### src/rtl/key_counter_ctrl_pkg.sv
// Shared definitions for the key counter controller.
// Contents:
//   key_state_t          - per-key repeat FSM states
//   DEF_DEBOUNCE_CYCLES  - 10 ms at 50 MHz
//   DEF_REPEAT_DELAY     - 0.5 s hold before the first auto-repeat
//   DEF_REPEAT_RATE      - 0.1 s between auto-repeat steps
package key_counter_ctrl_pkg;

  typedef enum logic [1:0] {
    ST_IDLE      = 2'd0,
    ST_FIRST     = 2'd1,
    ST_HOLD_WAIT = 2'd2,
    ST_REPEAT    = 2'd3
  } key_state_t;

  localparam int DEF_DEBOUNCE_CYCLES = 500000;
  localparam int DEF_REPEAT_DELAY    = 25000000;
  localparam int DEF_REPEAT_RATE     = 5000000;

endpackage

### src/rtl/key_debounce.sv
// One push-button front end: 2-flop synchroniser, debouncer and
// auto-repeat FSM.
// Ports:
//   CLOCK_50 - clock, rising edge
//   RESET_N  - synchronous active-low reset
//   key_n    - raw asynchronous key, 0 = pressed
//   held     - debounced key state, 1 = pressed
//   step     - one-cycle step request (combinational from FSM state/timer)
module key_debounce
  import key_counter_ctrl_pkg::*;
#(
  parameter int DEBOUNCE_CYCLES = DEF_DEBOUNCE_CYCLES,
  parameter int REPEAT_DELAY    = DEF_REPEAT_DELAY,
  parameter int REPEAT_RATE     = DEF_REPEAT_RATE
) (
  input  logic CLOCK_50,
  input  logic RESET_N,
  input  logic key_n,
  output logic held,
  output logic step
);

  localparam int TMAX = (REPEAT_DELAY > REPEAT_RATE) ? REPEAT_DELAY : REPEAT_RATE;
  localparam int TW   = $clog2(TMAX + 1);
  localparam int DW   = $clog2(DEBOUNCE_CYCLES + 1);

  localparam logic [DW-1:0] DB_LAST    = DW'(DEBOUNCE_CYCLES - 1);
  localparam logic [TW-1:0] DELAY_LAST = TW'(REPEAT_DELAY - 1);
  localparam logic [TW-1:0] RATE_LAST  = TW'(REPEAT_RATE - 1);

  logic [1:0]    r_sync;
  logic          r_held;
  logic [DW-1:0] r_db_cnt;
  logic [TW-1:0] r_timer;
  key_state_t    r_state;

  logic w_pressed;
  logic w_differ;
  logic w_flip;

  assign w_pressed = ~r_sync[1];
  assign w_differ  = (w_pressed != r_held);
  // Flip on the cycle that completes the stable run, so the FSM can
  // react to the edge on the same clock the debounced level changes.
  assign w_flip    = w_differ && (r_db_cnt == DB_LAST);

  always_ff @(posedge CLOCK_50) begin
    if (!RESET_N) begin
      r_sync   <= 2'b11;
      r_held   <= 1'b0;
      r_db_cnt <= '0;
      r_timer  <= '0;
      r_state  <= ST_IDLE;
    end else begin
      r_sync <= {r_sync[0], key_n};

      if (w_flip) begin
        r_held   <= ~r_held;
        r_db_cnt <= '0;
      end else if (w_differ) begin
        r_db_cnt <= r_db_cnt + 1'b1;
      end else begin
        r_db_cnt <= '0;
      end

      if (w_flip && r_held) begin
        // Debounced release aborts from any state, no step issued.
        r_state <= ST_IDLE;
        r_timer <= '0;
      end else begin
        unique case (r_state)
          ST_IDLE: begin
            r_timer <= '0;
            if (w_flip) r_state <= ST_FIRST;
          end
          ST_FIRST: begin
            r_timer <= '0;
            r_state <= ST_HOLD_WAIT;
          end
          ST_HOLD_WAIT: begin
            if (r_timer == DELAY_LAST) begin
              r_timer <= '0;
              r_state <= ST_REPEAT;
            end else begin
              r_timer <= r_timer + 1'b1;
            end
          end
          ST_REPEAT: begin
            if (r_timer == RATE_LAST) r_timer <= '0;
            else                      r_timer <= r_timer + 1'b1;
          end
          default: begin
            r_timer <= '0;
            r_state <= ST_IDLE;
          end
        endcase
      end
    end
  end

  always_comb begin
    step = 1'b0;
    unique case (r_state)
      ST_FIRST:     step = 1'b1;
      ST_HOLD_WAIT: step = (r_timer == DELAY_LAST);
      ST_REPEAT:    step = (r_timer == RATE_LAST);
      default:      step = 1'b0;
    endcase
  end

  assign held = r_held;

endmodule

### src/rtl/key_counter_ctrl.sv
// Two-key up/down counter controller.
// Ports:
//   CLOCK_50   - clock, rising edge
//   RESET_N    - synchronous active-low reset
//   KEY_UP_N   - raw up key, 0 = pressed
//   KEY_DOWN_N - raw down key, 0 = pressed
//   LOAD       - parallel load strobe (highest priority)
//   LOAD_VALUE - value loaded into COUNT
//   COUNT      - counter value
//   INC_PULSE  - COUNT incremented this cycle
//   DEC_PULSE  - COUNT decremented this cycle
//   UP_HELD    - debounced up key state
//   DOWN_HELD  - debounced down key state
module key_counter_ctrl
  import key_counter_ctrl_pkg::*;
#(
  parameter int WIDTH           = 8,
  parameter int DEBOUNCE_CYCLES = DEF_DEBOUNCE_CYCLES,
  parameter int REPEAT_DELAY    = DEF_REPEAT_DELAY,
  parameter int REPEAT_RATE     = DEF_REPEAT_RATE,
  parameter int WRAP            = 1
) (
  input  logic             CLOCK_50,
  input  logic             RESET_N,
  input  logic             KEY_UP_N,
  input  logic             KEY_DOWN_N,
  input  logic             LOAD,
  input  logic [WIDTH-1:0] LOAD_VALUE,
  output logic [WIDTH-1:0] COUNT,
  output logic             INC_PULSE,
  output logic             DEC_PULSE,
  output logic             UP_HELD,
  output logic             DOWN_HELD
);

  localparam logic [WIDTH-1:0] CMAX = {WIDTH{1'b1}};

  logic             w_up_step;
  logic             w_down_step;
  logic [WIDTH-1:0] r_count;
  logic             r_inc;
  logic             r_dec;

  key_debounce #(
    .DEBOUNCE_CYCLES(DEBOUNCE_CYCLES),
    .REPEAT_DELAY   (REPEAT_DELAY),
    .REPEAT_RATE    (REPEAT_RATE)
  ) u_key_up (
    .CLOCK_50(CLOCK_50),
    .RESET_N (RESET_N),
    .key_n   (KEY_UP_N),
    .held    (UP_HELD),
    .step    (w_up_step)
  );

  key_debounce #(
    .DEBOUNCE_CYCLES(DEBOUNCE_CYCLES),
    .REPEAT_DELAY   (REPEAT_DELAY),
    .REPEAT_RATE    (REPEAT_RATE)
  ) u_key_down (
    .CLOCK_50(CLOCK_50),
    .RESET_N (RESET_N),
    .key_n   (KEY_DOWN_N),
    .held    (DOWN_HELD),
    .step    (w_down_step)
  );

  always_ff @(posedge CLOCK_50) begin
    if (!RESET_N) begin
      r_count <= '0;
      r_inc   <= 1'b0;
      r_dec   <= 1'b0;
    end else begin
      r_inc <= 1'b0;
      r_dec <= 1'b0;
      if (LOAD) begin
        // Load wins; any step requested this cycle is dropped.
        r_count <= LOAD_VALUE;
      end else if (w_up_step && !w_down_step) begin
        if (r_count != CMAX) begin
          r_count <= r_count + 1'b1;
          r_inc   <= 1'b1;
        end else if (WRAP != 0) begin
          r_count <= '0;
          r_inc   <= 1'b1;
        end
      end else if (w_down_step && !w_up_step) begin
        if (r_count != '0) begin
          r_count <= r_count - 1'b1;
          r_dec   <= 1'b1;
        end else if (WRAP != 0) begin
          r_count <= CMAX;
          r_dec   <= 1'b1;
        end
      end
      // Simultaneous up and down requests cancel.
    end
  end

  assign COUNT     = r_count;
  assign INC_PULSE = r_inc;
  assign DEC_PULSE = r_dec;

endmodule

### config.mk
export PLATFORM = sky130hd
export DESIGN_NAME = key_counter_ctrl
export DESIGN_NICKNAME = d
export VERILOG_FILES = /design/src/rtl/key_counter_ctrl_pkg.sv /design/src/rtl/key_debounce.sv /design/src/rtl/key_counter_ctrl.sv
export SDC_FILE = /design/constraint.sdc
export NUM_CORES = 1
export LEC_CHECK = 0
export ABC_AREA = 1
export BUFFER_PORTS_ARGS = -buffer_cell sky130_fd_sc_hd__buf_2
export CAP_MARGIN = 10
export CORE_MARGIN = 8
export CORE_UTILIZATION = 25
export CTS_BUF_LIST = sky130_fd_sc_hd__clkbuf_8
export DETAILED_ROUTE_END_ITERATION = 6
export GPL_ROUTABILITY_DRIVEN = 0
export PLACE_DENSITY = 0.44
export SLEW_MARGIN = 20
export SYNTH_ARGS = -nofsm -noshare
export SYNTH_HDL_FRONTEND = slang
export SYNTH_SLANG_ARGS = --single-unit
### constraint.sdc
create_clock -name CLOCK_50 -period 2.11 [get_ports CLOCK_50]
set_input_delay 0.211 -clock CLOCK_50 [delete_from_list [all_inputs] [get_ports CLOCK_50]]
set_output_delay 0.211 -clock CLOCK_50 [all_outputs]
set_load 0.05 [all_outputs]
==> metrics.yaml, run 1 <==
finalInstanceArea_um2: 6430
ys_types: 43
antenna-diode-count: 0
cp.arrival_ns: 2.19
grt_use_total_pct: 9.81
slowest_stage: "dfxtp_1"
internal-power_mw: 2.66
ys_async_sr_fraction_pct: 0
clockBufferDepth: 2
vias_per_cell: 4.35
yosysMostFrequentCell: "nand2_1"
cp_num_buf_inv: 2
syn_nets: 810
setup-violations-final: 0
drt-initial-drc-count: 208
reg2reg_from: "u_key_down.r_timer[1]"
cp-end-kind: "register"
cap_violations: 0
yosysWarnings: 0
cp_max_fo: 10
rsz0062_at_grt: "false"
post_drt_wl_per_cell_um: 11.7
cp_top_family: "simple AND/OR/NAND/NOR gates"
routed_wl_um: 13100
status: "complete, no violations"
worstPathRequired_ns: 2.40
hold_depth: 3
nets: 858
grt_pass1_vias: 4792
p_total_mw: 3.64
crit_chain: "ha_1, nand2_1, nor2_2, nand2_1, nor2_2, nand3_1, nand2_2, o21ai_2, nand2_4, nand3_4, o21ai_0, inv_1, nand2_1, inv_1"
synth_top_cells_by_count: "nand2_1, nor2_1, dfxtp_1"
via_count: 4861
die_w_um: 166
synthToLayoutAreaGrowth_pct: 14.2
cts_root_buffer: "clkbuf_8"
rows: 55
layout-drive-gt1-share_pct: 14.6
finalHoldViolCount: 0
clk_latency_ns: 0.38
drcViolationCount: 0
slew_headroom_pct: 76.6
post-route-min-period_ns: 1.90
dpl.hpwl_um: 9990
switchingPower_mw: 0.984
hold_path.class: "in2reg"
combPwrFrac_pct: 7.7
clkTransAtPathRegs_ns: 0.11
ys_ff_latch: 108
synth.avg_cell_area_um2: 7.22
setup_tns_ns: 0
yosysSeqAreaShare_pct: 38.4
leakagePower_nw: 2.37
max-vdd-ir-drop_mv: 0.281
crit_start: "u_key_down.r_timer[1]"
die_y_um: 166
io_pins: 25
grt_pass1_wl_um: 22700
place_area_um2: 6180
max_stage_delay_ns: 0.35
synth_edf_count: 0
syn_area_um2: 5630
cts_tree: "built"
coreArea_um2: 22400
power.share.clock_pct: 35.2
postRouteAntennaNets: 0
rr_worst_depth: 14
pwr-share-seq_pct: 57.0
worst_path_most_repeated_cell: "nand2_1"
synth_top_flop_cell: "dfxtp_1"
first_pass_iters: 4
overflow: 0
fin_util_pct: 28.8
max_freq_mhz: 526
synth_top_area_cell: "dfxtp_1"
path_class: "reg2reg"
min-delay-start: "LOAD_VALUE[3]"
path_depth: 14
htree_levels: 3
start_util_pct: 25.2
numCtsBuffers: 9
antenna_found_initial: 0
die_area_um2: 27600
synth_top_area_share_pct: 38.4
worstMarginPinSlew_ns: 0.350
cts_num_sinks: 108
finalCritPeriodShare_pct: 90.1
finalClockSkew_ns: 0.0124
netlist_instances: 780
port_buffers: 24
startpoint_type: "register"
netSwitchingFraction_pct: 27.0
synthTopCellsByArea: "dfxtp_1, nand2_1, nor2_1, inv_1, xor2_1"
maxSlewViolCount: 0
pwr_density_cell_nw_per_um2: 566
grt_max_degree: 23
## tightest hold or removal path: cells and delay by family
| family | cells | cell delay [ns] |
|---|---|---|
| AOI/OAI and AO/OA | 2 | 0.16 |
| buffers and inverters | 1 | 0.08 |
## cell families (layout without fill, tap and decap cells)
group,Yosys count,in the layout,share of synthesized area [%]
AND/OR/NAND/NOR,428,428,36.2
adder cells (fa/ha/maj),17,17,3.78
XOR/XNOR,36,36,5.60
AO/OA/AOI/OAI,87,87,8.60
flip-flops,108,108,38.4
buffers and inverters,104,157,7.46
## metrics by stage
step / hold WS (ns) / setup slack, ns / cells
finish: 0.108 / 0.210 / 1118
global route: 0.101 / 0.0000580 / 1118
CTS: 0.0741 / 0.145 / 1117
detailed placement: 0.400 / 0.177 / 1099
global placement: 0.397 / 0.196 / 1099
floorplan: 0.318 / 0.230 / 780
## cell usage in the layout, fill, tap and decap left out, types with 2 or more instances in the layout
| cell | n |
|---|---|
| nand2_1 | 149 |
| nor2_1 | 113 |
| dfxtp_1 | 106 |
| inv_1 | 89 |
| nand3_1 | 46 |
| a21oi_1 | 40 |
| xor2_1 | 29 |
| nor3_1 | 24 |
| o21ai_0 | 24 |
| buf_2 | 24 |
| nand4_1 | 23 |
| buf_4 | 19 |
| ha_1 | 16 |
| nor2_2 | 14 |
| clkbuf_8 | 11 |
| nor3b_1 | 9 |
| nor4_1 | 8 |
| or2_2 | 8 |
| nand2_2 | 7 |
| xnor2_1 | 7 |
| inv_2 | 6 |
| o21a_1 | 6 |
| nor3_2 | 5 |
| nand3_2 | 4 |
| nand2_4 | 4 |
| nand3b_1 | 3 |
| and3_1 | 3 |
| a31oi_1 | 3 |
| o21ai_1 | 3 |
| a211oi_1 | 3 |
| o21ai_2 | 2 |
| nor2_4 | 2 |
| a21oi_2 | 2 |
| o21bai_1 | 2 |
| o22ai_1 | 2 |
| clkinvlp_4 | 2 |
| dlygate4sd3_1 | 2 |
| dfxtp_2 | 2 |
## routing by layer
metal	track usage, %	vias up	share of wire, %	wire [µm]
met4	3.79	0	1.2	159
met3	1.81	8	2.8	370
met1	12.1	2153	49	6380
li1	-	2636	-	-
met2	16.6	64	47	6180
met5	0	-	0	0
## final timing paths
check	end	slack, ns
worst max-delay path	COUNT[0]	0.21
worst min register to register	u_key_down.r_sync[1]	0.42
worst min-delay path	COUNT[3]	0.11
worst max register to register	COUNT[0]	0.21
## cell type report
cell class | instances | area [µm²]
repair buffers | 45 | 283
well taps | 285 | 357
fillers | 2437 | 15900
multi-input cells | 568 | 3070
clock buffers | 11 | 151
flip-flops and latches | 108 | 2160
inverters | 96 | 360
clock inverters | 5 | 43.8
## flip-flops by register name (all words and copies together) (netlist names)
| signal | cells |
|---|---|
| u_key_down.r_db_cnt | 19 |
| u_key_up.r_db_cnt | 19 |
| u_key_up.held | 1 |
| u_key_down.held | 1 |
| u_key_up.r_sync | 2 |
| u_key_down.r_timer | 25 |
| COUNT | 8 |
| u_key_up.r_state | 2 |
| u_key_down.r_state | 2 |
| DEC_PULSE | 1 |
| u_key_down.r_sync | 2 |
| u_key_up.r_timer | 25 |
| INC_PULSE | 1 |
## power groups by stage
stage	logic [mW]	registers (mW)	clock network, mW
after global placement	0.284	2.13	0
final	0.282	2.08	1.28
after global routing	0.317	2.08	1.43
after detailed placement	0.281	2.12	0
after CTS	0.285	2.08	1.36
after floorplan	0.148	2.16	0
## what timing repair did
item / CTS / global route
setup endpoints to repair: 0 / 29
endpoints found under the hold margin: 2 / 0
hold buffers: 2 / 0
gates resized for setup: 0 / 12
setup buffers: 0 / 1
Power figures use the tool's default switching activity.
==> run 2: changes to the inputs <==
Settings changed: CAP_MARGIN 10 to 20, CTS_BUF_LIST sky130_fd_sc_hd__clkbuf_8 to unset.
==> metrics.yaml, run 2 (synthesized netlist as in run 1, its figures left out) <==
status: "complete, no violations"
maxSlewViolCount: 0  # unchanged
setup-violations-final: 0  # unchanged
port_buffers: 24  # unchanged
max_freq_mhz: 528  # +0.26%
worstMarginPinSlew_ns: 0.350  # +0.0000516 ns
internal-power_mw: 3.03  # +14%
grtUsageMet2_pct: 16.6  # -0.018 points
cp_top_family: "simple AND/OR/NAND/NOR gates"
mostFrequentLayoutCell: "nand2_1"
postRouteAntennaNets: 0  # unchanged
coreArea_um2: 22400  # unchanged
setup_tns_ns: 0  # unchanged
crit_start: "u_key_down.r_timer[0]"
cts_num_sinks: 108  # unchanged
rr_endpoint: "COUNT[0]"
cp_max_fo: 10  # unchanged
busiest_layer: "met2"
via_count: 4857  # -0.082%
nets: 856  # -0.23%
hold_path.class: "in2reg"
max-vdd-ir-drop_mv: 0.380  # +35%
finalHoldViolCount: 0  # unchanged
startpoint_type: "register"
finalInstanceArea_um2: 6520  # +1.3%
first_pass_iters: 4  # unchanged
finalClockSkew_ns: 0.00880  # -0.00364 ns
die_y_um: 166  # unchanged
reg2reg_slack_ns: 0.21  # about the same
layout-drive-gt1-share_pct: 14.7  # +0.035 points
pwr_density_cell_nw_per_um2: 623  # +10%
finalNonFillerCells: 1116  # -0.18%
worstPathRequired_ns: 2.37  # -0.03 ns
vias_per_cell: 4.35  # about the same
pwr-share-seq_pct: 51.2  # -5.8 points
cp-end-kind: "register"
htree_levels: 3  # unchanged
use_met1_pct: 12.1  # -0.014 points
dp_worst_setup_slack_ns: 0.177  # unchanged
grt_pass1_wl_um: 22700  # about the same
slew_headroom_pct: 76.5  # about the same
post_drt_wl_per_cell_um: 11.8  # +0.79%
grt_max_degree: 23  # unchanged
numCtsBuffers: 9  # unchanged
use_met3_pct: 1.74  # -0.071 points
synthToLayoutAreaGrowth_pct: 15.7
path_class: "reg2reg"
antenna-diode-count: 0  # unchanged
rows: 55  # unchanged
rr_worst_depth: 14  # unchanged
antenna_found_initial: 0  # unchanged
final_cell_mix: "nand2_1, nor2_1, dfxtp_1"
power.share.clock_pct: 42.0  # +6.8 points
start_util_pct: 25.2  # unchanged
cap_violations: 0  # unchanged
slowest_stage: "dfxtp_1"
top_regs: "u_key_down.r_timer (25), u_key_up.r_timer (25)"
drcViolationCount: 0  # unchanged
cp-endpoint: "COUNT[0]"
place_area_um2: 6180  # unchanged
drt-initial-drc-count: 185  # -11%
grt_pass1_vias: 4797  # +0.10%
cp_num_buf_inv: 2  # unchanged
crit_chain: "ha_1, nand2_1, nor2_2, nand2_2, nor2_2, nand3_1, nand2_2, o21ai_2, nand2_4, nand3_4, o21ai_0, inv_1, nand2_1, inv_1"
grt_use_total_pct: 9.86  # +0.050 points
clockBufferDepth: 2  # unchanged
cp.arrival_ns: 2.15  # -0.04 ns
cts_tree: "built"
routed_wl_um: 13200  # +0.61%
max_stage_delay_ns: 0.35  # about the same
dp_cells: 1099  # unchanged
setup_slack_ns: 0.215  # +0.00501 ns
reg2reg_from: "u_key_down.r_timer[0]"
leakagePower_nw: 2.41  # +1.5%
netSwitchingFraction_pct: 25.4  # -1.6 points
overflow: 0  # unchanged
combPwrFrac_pct: 6.9  # -0.8 points
path_depth: 14  # unchanged
switchingPower_mw: 1.03  # +4.8%
io_pins: 25  # unchanged
clk_latency_ns: 0.35  # -0.03 ns
finalCritPeriodShare_pct: 89.8  # -0.24 points
clkTransAtPathRegs_ns: 0.08  # -0.03 ns
post-route-min-period_ns: 1.90  # -0.00501 ns
die_w_um: 166  # unchanged
cts_root_buffer: "clkbuf_16"
die_area_um2: 27600  # unchanged
dpl.hpwl_um: 9990  # unchanged
## run 2: cell count changes in the layout (fill, tap and decap cells not counted), sizes merged
cell,before,now
dlygate4sd3,2,0
## run 2: stage by stage
stage               util (%)  hold slack [ns]  total power [mW]
finish                  29.1           0.0400              4.06
global route            29.1           0.0319              4.25
CTS                     29.0           0.0214              4.15
detailed placement      27.6            0.400              2.40
global placement        27.6            0.397              2.41
floorplan                  -            0.318              2.31
## run 2: cell type report
| type | instances | area, µm² |
|---|---|---|
| multi-input combinational | 568 | 3080 |
| clock inverter | 5 | 43.8 |
| fill | 2432 | 15800 |
| tap | 285 | 357 |
| timing repair buffer | 43 | 263 |
| clock buffer | 11 | 253 |
| sequential | 108 | 2160 |
| inverter | 96 | 360 |
## run 2: how the worst min path moves through the flow
stage               slack, ns                 start  depth (start not counted)                    to
global placement         0.40    u_key_up.r_sync[0]                          1    u_key_up.r_sync[1]
global route             0.03            KEY_DOWN_N                          2  u_key_down.r_sync[0]
detailed placement       0.40  u_key_down.r_sync[0]                          1  u_key_down.r_sync[1]
CTS                      0.02            KEY_DOWN_N                          2  u_key_down.r_sync[0]
floorplan                0.32            KEY_DOWN_N                          1  u_key_down.r_sync[0]
finish                   0.04            KEY_DOWN_N                          2  u_key_down.r_sync[0]
## run 2: power by group through the flow
stage               logic, mW  registers, mW  clock network (mW)
floorplan               0.148           2.16                   0
global placement        0.284           2.13                   0
detailed placement      0.281           2.12                   0
CTS                     0.282           2.08                1.79
global route            0.314           2.08                1.86
finish                  0.279           2.08                1.70
## run 2: per-layer routing
metal | up-vias | routed length, µm | share of wire, %
met5 | - | 0 | 0
met3 | 12 | 371 | 2.8
met2 | 65 | 6120 | 47
li1 | 2632 | - | -
met4 | 0 | 243 | 1.8
met1 | 2148 | 6430 | 49
## run 2: timing repair
item / 4_1_cts / 5_1_grt
gates resized for setup: 0 / 12
buffers inserted: 0 / 1
setup endpoints to repair: 0 / 25
hold buffers: 0 / 0
